`config.mk`:
```
export PLATFORM = sky130hd
export DESIGN_NAME = bid_round_ctrl
export DESIGN_NICKNAME = d
export VERILOG_FILES = /design/src/rtl/bids22_pkg.sv /design/src/rtl/bid_round_timer.sv /design/src/rtl/bid_round_ctrl.sv
export SDC_FILE = /design/constraint.sdc
export NUM_CORES = 1
export LEC_CHECK = 0
export ABC_AREA = 1
export ABC_CLOCK_PERIOD_IN_PS = 3800
export CAP_MARGIN = 5
export CORE_ASPECT_RATIO = 0.8
export CORE_MARGIN = 2
export CORE_UTILIZATION = 35
export DETAILED_ROUTE_END_ITERATION = 8
export SETUP_SLACK_MARGIN = 0.4
export SLEW_MARGIN = 30
export SYNTH_ARGS = -nofsm -noshare
export SYNTH_HDL_FRONTEND = slang
export SYNTH_SLANG_ARGS = --single-unit
```
`constraint.sdc`:
```
create_clock -name clk -period 3.8 [get_ports clk]
set_clock_uncertainty 0.05 [all_clocks]
set_input_delay 0.76 -clock clk [delete_from_list [all_inputs] [get_ports clk]]
set_output_delay 0.76 -clock clk [all_outputs]
set_load 0.02 [all_outputs]
```
`src/rtl/bids22_pkg.sv`:
```
// rtl/bids22_pkg.sv - opcodes, controller states, winner codes and error codes for the bid round controller
package bids22_pkg;

  typedef enum logic [3:0] {
    OP_NOOP      = 4'd0,
    OP_UNLOCK    = 4'd1,
    OP_LOCK      = 4'd2,
    OP_LOADX     = 4'd3,
    OP_LOADY     = 4'd4,
    OP_LOADZ     = 4'd5,
    OP_SETMASK   = 4'd6,
    OP_SETTIMER  = 4'd7,
    OP_BIDCHARGE = 4'd8
  } op_e;

  typedef enum logic [3:0] {
    ST_IDLE, ST_LDX, ST_LDY, ST_LDZ, ST_MASK, ST_TMR, ST_COST,
    ST_LOCK, ST_RUN, ST_STOP, ST_WAITRES, ST_UNLK, ST_FIN
  } state_e;

  typedef enum logic [1:0] {
    WIN_NONE = 2'd0,
    WIN_X    = 2'd1,
    WIN_Y    = 2'd2,
    WIN_Z    = 2'd3
  } winner_e;

  localparam logic [2:0] ERR_NONE    = 3'b000;
  localparam logic [2:0] ERR_DUP_BID = 3'b101;

  // A winner is only reported when exactly one flag is set and no duplicate bid was flagged.
  function automatic winner_e decode_winner(input logic x, input logic y, input logic z,
                                            input logic [2:0] err);
    if (err == ERR_DUP_BID) return WIN_NONE;
    case ({z, y, x})
      3'b001:  return WIN_X;
      3'b010:  return WIN_Y;
      3'b100:  return WIN_Z;
      default: return WIN_NONE;
    endcase
  endfunction

endpackage

```
`src/rtl/bid_round_timer.sv`:
```
// rtl/bid_round_timer.sv - loadable down-counter with zero flag for run length and result timeout
module bid_round_timer #(
  parameter int W = 32
) (
  input  logic         clk,
  input  logic         reset,
  input  logic         load,
  input  logic [W-1:0] load_value,
  input  logic         en,
  output logic         zero
);

  logic [W-1:0] count;

  always_ff @(posedge clk) begin
    if (reset) begin
      count <= '0;
    end else if (load) begin
      count <= load_value;
    end else if (en && (count != '0)) begin
      count <= count - 1'b1;
    end
  end

  assign zero = (count == '0);

endmodule

```
`src/rtl/bid_round_ctrl.sv`:
```
// rtl/bid_round_ctrl.sv - auction round-set controller; win statistics enabled by BID_CTRL_STATS_EN
module bid_round_ctrl #(
  parameter logic [31:0] UNLOCK_KEY     = 32'h0F0F0F0F,
  parameter int unsigned ROUND_CYCLES   = 16,
  parameter int unsigned RESULT_TIMEOUT = 8
) (
  input  logic        clk,
  input  logic        reset,
  input  logic        cfg_valid,
  output logic        cfg_ready,
  input  logic [31:0] cfg_x_value,
  input  logic [31:0] cfg_y_value,
  input  logic [31:0] cfg_z_value,
  input  logic [2:0]  cfg_mask,
  input  logic [31:0] cfg_timer,
  input  logic [31:0] cfg_cost,
  input  logic [7:0]  cfg_rounds,
  output logic [3:0]  C_op,
  output logic [31:0] C_data,
  output logic        C_start,
  input  logic        ready,
  input  logic [2:0]  err,
  input  logic        roundOver,
  input  logic [31:0] maxBid,
  input  logic        X_win,
  input  logic        Y_win,
  input  logic        Z_win,
  output logic        res_valid,
  output logic [1:0]  res_winner,
  output logic [31:0] res_maxbid,
  output logic [7:0]  res_round,
  output logic        busy,
  output logic        done,
  output logic        cmd_err,
  output logic        timeout_err,
  output logic [15:0] stat_x_wins,
  output logic [15:0] stat_y_wins,
  output logic [15:0] stat_z_wins
);
  import bids22_pkg::*;

  state_e      state, next_state, cmd_next;
  op_e         op, cmd_op;
  logic [31:0] data, cmd_data, tmr_value;
  logic [31:0] x_q, y_q, z_q, timer_q, cost_q;
  logic [2:0]  mask_q;
  logic [7:0]  nrounds, round_idx;
  logic        issued_q, issue, is_cmd, start, abort, more_rounds;
  logic        tmr_load, tmr_en, tmr_zero;

  bid_round_timer #(.W(32)) u_timer (
    .clk        (clk),
    .reset      (reset),
    .load       (tmr_load),
    .load_value (tmr_value),
    .en         (tmr_en),
    .zero       (tmr_zero)
  );

  // An engine error is only meaningful on the cycle right after a command was accepted.
  assign abort       = issued_q && (err != ERR_NONE) && (state != ST_FIN);
  assign more_rounds = ({1'b0, round_idx} + 9'd1) < {1'b0, nrounds};

  always_comb begin
    next_state = state;
    op         = OP_NOOP;
    data       = '0;
    start      = 1'b0;
    issue      = 1'b0;
    tmr_load   = 1'b0;
    tmr_value  = '0;
    tmr_en     = 1'b0;
    is_cmd     = 1'b0;
    cmd_op     = OP_NOOP;
    cmd_data   = '0;
    cmd_next   = state;
    case (state)
      ST_IDLE: if (cfg_valid) next_state = ST_LDX;
      ST_LDX:  begin is_cmd = 1'b1; cmd_op = OP_LOADX;     cmd_data = x_q;             cmd_next = ST_LDY;  end
      ST_LDY:  begin is_cmd = 1'b1; cmd_op = OP_LOADY;     cmd_data = y_q;             cmd_next = ST_LDZ;  end
      ST_LDZ:  begin is_cmd = 1'b1; cmd_op = OP_LOADZ;     cmd_data = z_q;             cmd_next = ST_MASK; end
      ST_MASK: begin is_cmd = 1'b1; cmd_op = OP_SETMASK;   cmd_data = {29'd0, mask_q}; cmd_next = ST_TMR;  end
      ST_TMR:  begin is_cmd = 1'b1; cmd_op = OP_SETTIMER;  cmd_data = timer_q;         cmd_next = ST_COST; end
      ST_COST: begin is_cmd = 1'b1; cmd_op = OP_BIDCHARGE; cmd_data = cost_q;          cmd_next = ST_LOCK; end
      ST_LOCK: begin
        is_cmd    = 1'b1; cmd_op = OP_LOCK; cmd_data = UNLOCK_KEY; cmd_next = ST_RUN;
        tmr_load  = ready;
        tmr_value = 32'(ROUND_CYCLES - 1);
      end
      ST_RUN: begin
        start = 1'b1;
        if (tmr_zero) next_state = ST_STOP;
        else          tmr_en     = 1'b1;
      end
      ST_STOP: begin
        next_state = ST_WAITRES;
        tmr_load   = 1'b1;
        tmr_value  = 32'(RESULT_TIMEOUT - 1);
      end
      ST_WAITRES: begin
        if (roundOver) begin
          if (more_rounds) begin
            next_state = ST_RUN;
            tmr_load   = 1'b1;
            tmr_value  = 32'(ROUND_CYCLES - 1);
          end else begin
            next_state = ST_UNLK;
          end
        end else if (tmr_zero) begin
          next_state = ST_UNLK;
        end else begin
          tmr_en = 1'b1;
        end
      end
      ST_UNLK: begin is_cmd = 1'b1; cmd_op = OP_UNLOCK; cmd_data = UNLOCK_KEY; cmd_next = ST_FIN; end
      ST_FIN:  next_state = ST_IDLE;
      default: next_state = ST_IDLE;
    endcase
    if (is_cmd && ready) begin
      op         = cmd_op;
      data       = cmd_data;
      issue      = 1'b1;
      next_state = cmd_next;
    end
    if (abort) begin
      next_state = ST_IDLE;
      op         = OP_NOOP;
      data       = '0;
      start      = 1'b0;
      issue      = 1'b0;
      tmr_load   = 1'b0;
      tmr_en     = 1'b0;
    end
  end

  always_ff @(posedge clk) begin
    if (reset) begin
      state       <= ST_IDLE;
      issued_q    <= 1'b0;
      x_q         <= '0;
      y_q         <= '0;
      z_q         <= '0;
      timer_q     <= '0;
      cost_q      <= '0;
      mask_q      <= '0;
      nrounds     <= 8'd1;
      round_idx   <= '0;
      res_valid   <= 1'b0;
      res_winner  <= WIN_NONE;
      res_maxbid  <= '0;
      res_round   <= '0;
      cmd_err     <= 1'b0;
      timeout_err <= 1'b0;
    end else begin
      state     <= next_state;
      issued_q  <= issue;
      res_valid <= 1'b0;
      if (state == ST_IDLE && cfg_valid) begin
        x_q         <= cfg_x_value;
        y_q         <= cfg_y_value;
        z_q         <= cfg_z_value;
        timer_q     <= cfg_timer;
        cost_q      <= cfg_cost;
        mask_q      <= cfg_mask;
        nrounds     <= (cfg_rounds == 8'd0) ? 8'd1 : cfg_rounds;
        round_idx   <= '0;
        cmd_err     <= 1'b0;
        timeout_err <= 1'b0;
      end
      if (abort) cmd_err <= 1'b1;
      if (state == ST_WAITRES) begin
        if (roundOver) begin
          res_valid  <= 1'b1;
          res_winner <= decode_winner(X_win, Y_win, Z_win, err);
          res_maxbid <= maxBid;
          res_round  <= round_idx;
          if (more_rounds) round_idx <= round_idx + 8'd1;
        end else if (tmr_zero) begin
          timeout_err <= 1'b1;
        end
      end
    end
  end

  assign C_op      = op;
  assign C_data    = data;
  assign C_start   = start;
  assign cfg_ready = (state == ST_IDLE);
  assign busy      = (state != ST_IDLE);
  assign done      = (state == ST_FIN);

`ifdef BID_CTRL_STATS_EN
  logic [15:0] x_wins, y_wins, z_wins;

  always_ff @(posedge clk) begin
    if (reset) begin
      x_wins <= '0;
      y_wins <= '0;
      z_wins <= '0;
    end else if (res_valid) begin
      case (res_winner)
        WIN_X:   if (x_wins != 16'hFFFF) x_wins <= x_wins + 16'd1;
        WIN_Y:   if (y_wins != 16'hFFFF) y_wins <= y_wins + 16'd1;
        WIN_Z:   if (z_wins != 16'hFFFF) z_wins <= z_wins + 16'd1;
        default: ;
      endcase
    end
  end

  assign stat_x_wins = x_wins;
  assign stat_y_wins = y_wins;
  assign stat_z_wins = z_wins;
`else
  assign stat_x_wins = '0;
  assign stat_y_wins = '0;
  assign stat_z_wins = '0;
`endif

endmodule

```
==> results.txt <==
Clk pin slew, worst setup/hold paths: 0.06 ns
Distinct cells, synth: 41
relative slew slack: 35.23%
final number of max-transition violations: 0
TritonRoute pass-1 iters: 5
Antenna Nets Post-Route: 0
Horiz. Die Dim: 209.4 µm
number of antenna violations at the first check in global routing: 1
Synth area leader: dfxtp_1
Yosys warning total: 0
status: completed
sequential area share after synthesis: 44.25%
Sw Pwr: 0.003055 W
GR Util All Layers: 22.71%
top-level I/O count: 347
final wirelength: 41.32 mm
Area Overhead vs Synth: 37.71%
Final Cell Area: 16,260 µm²
# DRC: 0
Min-Delay Path Class: flop to flop
Synth area leaders: dfxtp_1 (44%), a21oi_1 (10%), nand2_1 (8.6%), o21ai_0 (7.0%), nor2_1 (5.7%)
Overflow after GRT: 0
Via density: 4.937
first-pass GRT wire length: 62.88 mm
Main synth FF type: dfxtp_1
Fillers: 3,354
Seq cells post-synth: 261
vias in the first global route: 10,836
area of the mapped netlist: 11,810 µm²
Worst-Margin Slew: 0.9715 ns
DR iter-0 viols: 936
largest stage delay on the critical path: 0.48 ns
Root Buffer Master: clkbuf_16
Critical Path AT: 2.60 ns
total power: 0.009034 W
via count: 11,751
largest net degree at the start of global routing: 171
CP Launch Type: input pin
Peak Freq: 293.0 MHz
Crit Path Max Fanout: 13
row count: 60
Power per Cell Area: 555.6 nW/µm²
I/O Buffers: 298
RSZ-0062 raised after global routing: true
Synth top cells by count: nand2_1 (270), dfxtp_1 (261), a21oi_1 (247)
final-report setup violation count: 0
DP Worst Slack: 0.04774 ns
Num Clock Sinks: 261
placed cells: 2,317
crit path kind: input pin to primary output
initial cell density of the core: 35.35%
post-synth top area share: 44.25%
synthesized area per cell: 7.170 µm²
most common cell in the netlist: nand2_1
combinational share of power: 28.7%
Clock Path Buffers: 3
die area: 35,230 µm²
PnR worst setup slack: 0.3867 ns
Setup TNS: 0 ns
Fin. Hold Viols: 0
Max Cap Viol: 0
Flop pwr share: 37.5%
Required @ worst endpoint: 2.99 ns
number of buffers created by CTS: 30
Cell Int Power: 0.005979 W
Post-Syn Instances: 1,647
crit path max-delay cell type: clkdlybuf4s50_1
Final #Nets: 2,144
drt wl/cell: 17.36 µm
die height: 168.3 µm
routability congestion estimate: 0.8794
sw frac: 33.82%
period utilization: 89.82%
fraction of layout cells with a size suffix above 1: 9.460%
Leak: 6.688 nW
hpwl dp: 29.73 mm
cells along the critical path: clkdlybuf4s50_1 -> inv_1 -> nor3_2 -> inv_2 -> nor2_2 -> inv_2 -> buf_4 -> a21oi_1 -> dlygate4sd2_1
ys async rst share: 0%
H-tree depth: 1
CTS tree: done
CP dominant cell by count: inv_2
Clock Power Share: 33.7%
Final Non-Filler Cells: 2,380
Placed Area: 15,050 µm²
Max rail drop VDD: 0.0003997 V
Tmin final: 3.413 ns
core area: 33,410 µm²
EDFF count, synth: 0
CP endpoint kind: primary output
worst skew pair latency: 0.58 ns
==> metal layers <==
layer  track usage (%)  wire length [µm]  up-vias
met5                 0                 0        -
met4             5.435               778        0
met3             3.675              2565       52
met2             33.30             17310      368
met1             34.44             20670     5482
li1                  -                 -     5849
==> placed cells by master, fill, tap and decap left out, drive strengths merged, types with 11 or more instances in the layout <==
cell type        n
buf             42
clkbuf          57
nand3           32
clkdlybuf4s50  261
dfxtp          261
nand2          274
nor2           187
nor3            21
conb            48
o22ai           43
clkinv          12
a211oi          11
a21oi          247
nand4           12
dlygate4sd2     11
o21ai          175
inv            182
==> final timing paths <==
path                     start                 to  slack [ns]  cells past startpoint
setup reg to reg  round_idx[0]  u_timer.count[26]        0.79                     16
setup / recovery         ready         C_data[16]        0.39                      9
hold reg to reg     cost_q[24]         cost_q[24]        0.40                      2
hold / removal      cost_q[24]         cost_q[24]        0.40                      2
==> flip-flops by register name (all words and copies together), names as in the netlist <==
name           count
res_round          8
round_idx          8
nrounds            8
cost_q            32
z_q               32
res_maxbid        32
timeout_err        1
timer_q           32
state              4
issued_q           1
x_q               32
res_winner         2
cmd_err            1
y_q               32
u_timer.count     32
res_valid          1
mask_q             3
==> logic make-up (layout without fill, tap and decap cells) <==
logic type / count (synthesis) / in the layout / synth area share (%)
AND/OR/NAND/NOR: 537 / 537 / 18.89
AO/OA/AOI/OAI: 499 / 499 / 22.42
buffers and inverters: 327 / 578 / 12.49
flip-flops: 261 / 261 / 44.25
XOR/XNOR: 13 / 13 / 0.9642
adder cells (fa/ha/maj): 9 / 9 / 0.9536
other: 1 / 49 / 0.03176
==> critical path: cells and delay by family <==
kind	cells	cell delay [ns]
and+or+nand+nor	2	0.40
buffers and inverters	6	1.27
AOI/OAI and AO/OA	1	0.16
==> stage by stage <==
stage               hold WS, ns  utilization [%]
floorplan                0.3745                -
global placement         0.3853            45.04
detailed placement       0.3897            45.04
CTS                      0.3979            48.52
global route             0.4107            48.68
finish                   0.3979            48.68
==> layout make-up <==
type / instances / area (µm²) / area share [%]
antenna: 1 / 2.502 / 0.01539
clock inverter: 18 / 212.7 / 1.308
multi-input combinational: 1106 / 5456 / 33.55
timing repair buffer: 338 / 3279 / 20.17
inverter: 184 / 700.7 / 4.309
tap: 434 / 543.0 / 3.339
sequential: 261 / 5226 / 32.14
clock buffer: 38 / 840.8 / 5.170
==> what timing repair did <==
action,in CTS,in global routing
gates cloned,0,1
buffers inserted,3,2
hold buffers,0,0
resized for setup,62,55
setup endpoints to repair,36,59
hold endpoints to repair,0,0
==> power groups by stage <==
stage	Combinational (W)	Sequential (W)	Clock, W
after floorplan	0.00155	0.00340	0
after global placement	0.00243	0.00343	0
after detailed placement	0.00247	0.00344	0
after CTS	0.00253	0.00339	0.00311
after global routing	0.00286	0.00344	0.00323
final	0.00260	0.00339	0.00305
Note: power is estimated with default switching activity, not from simulation.
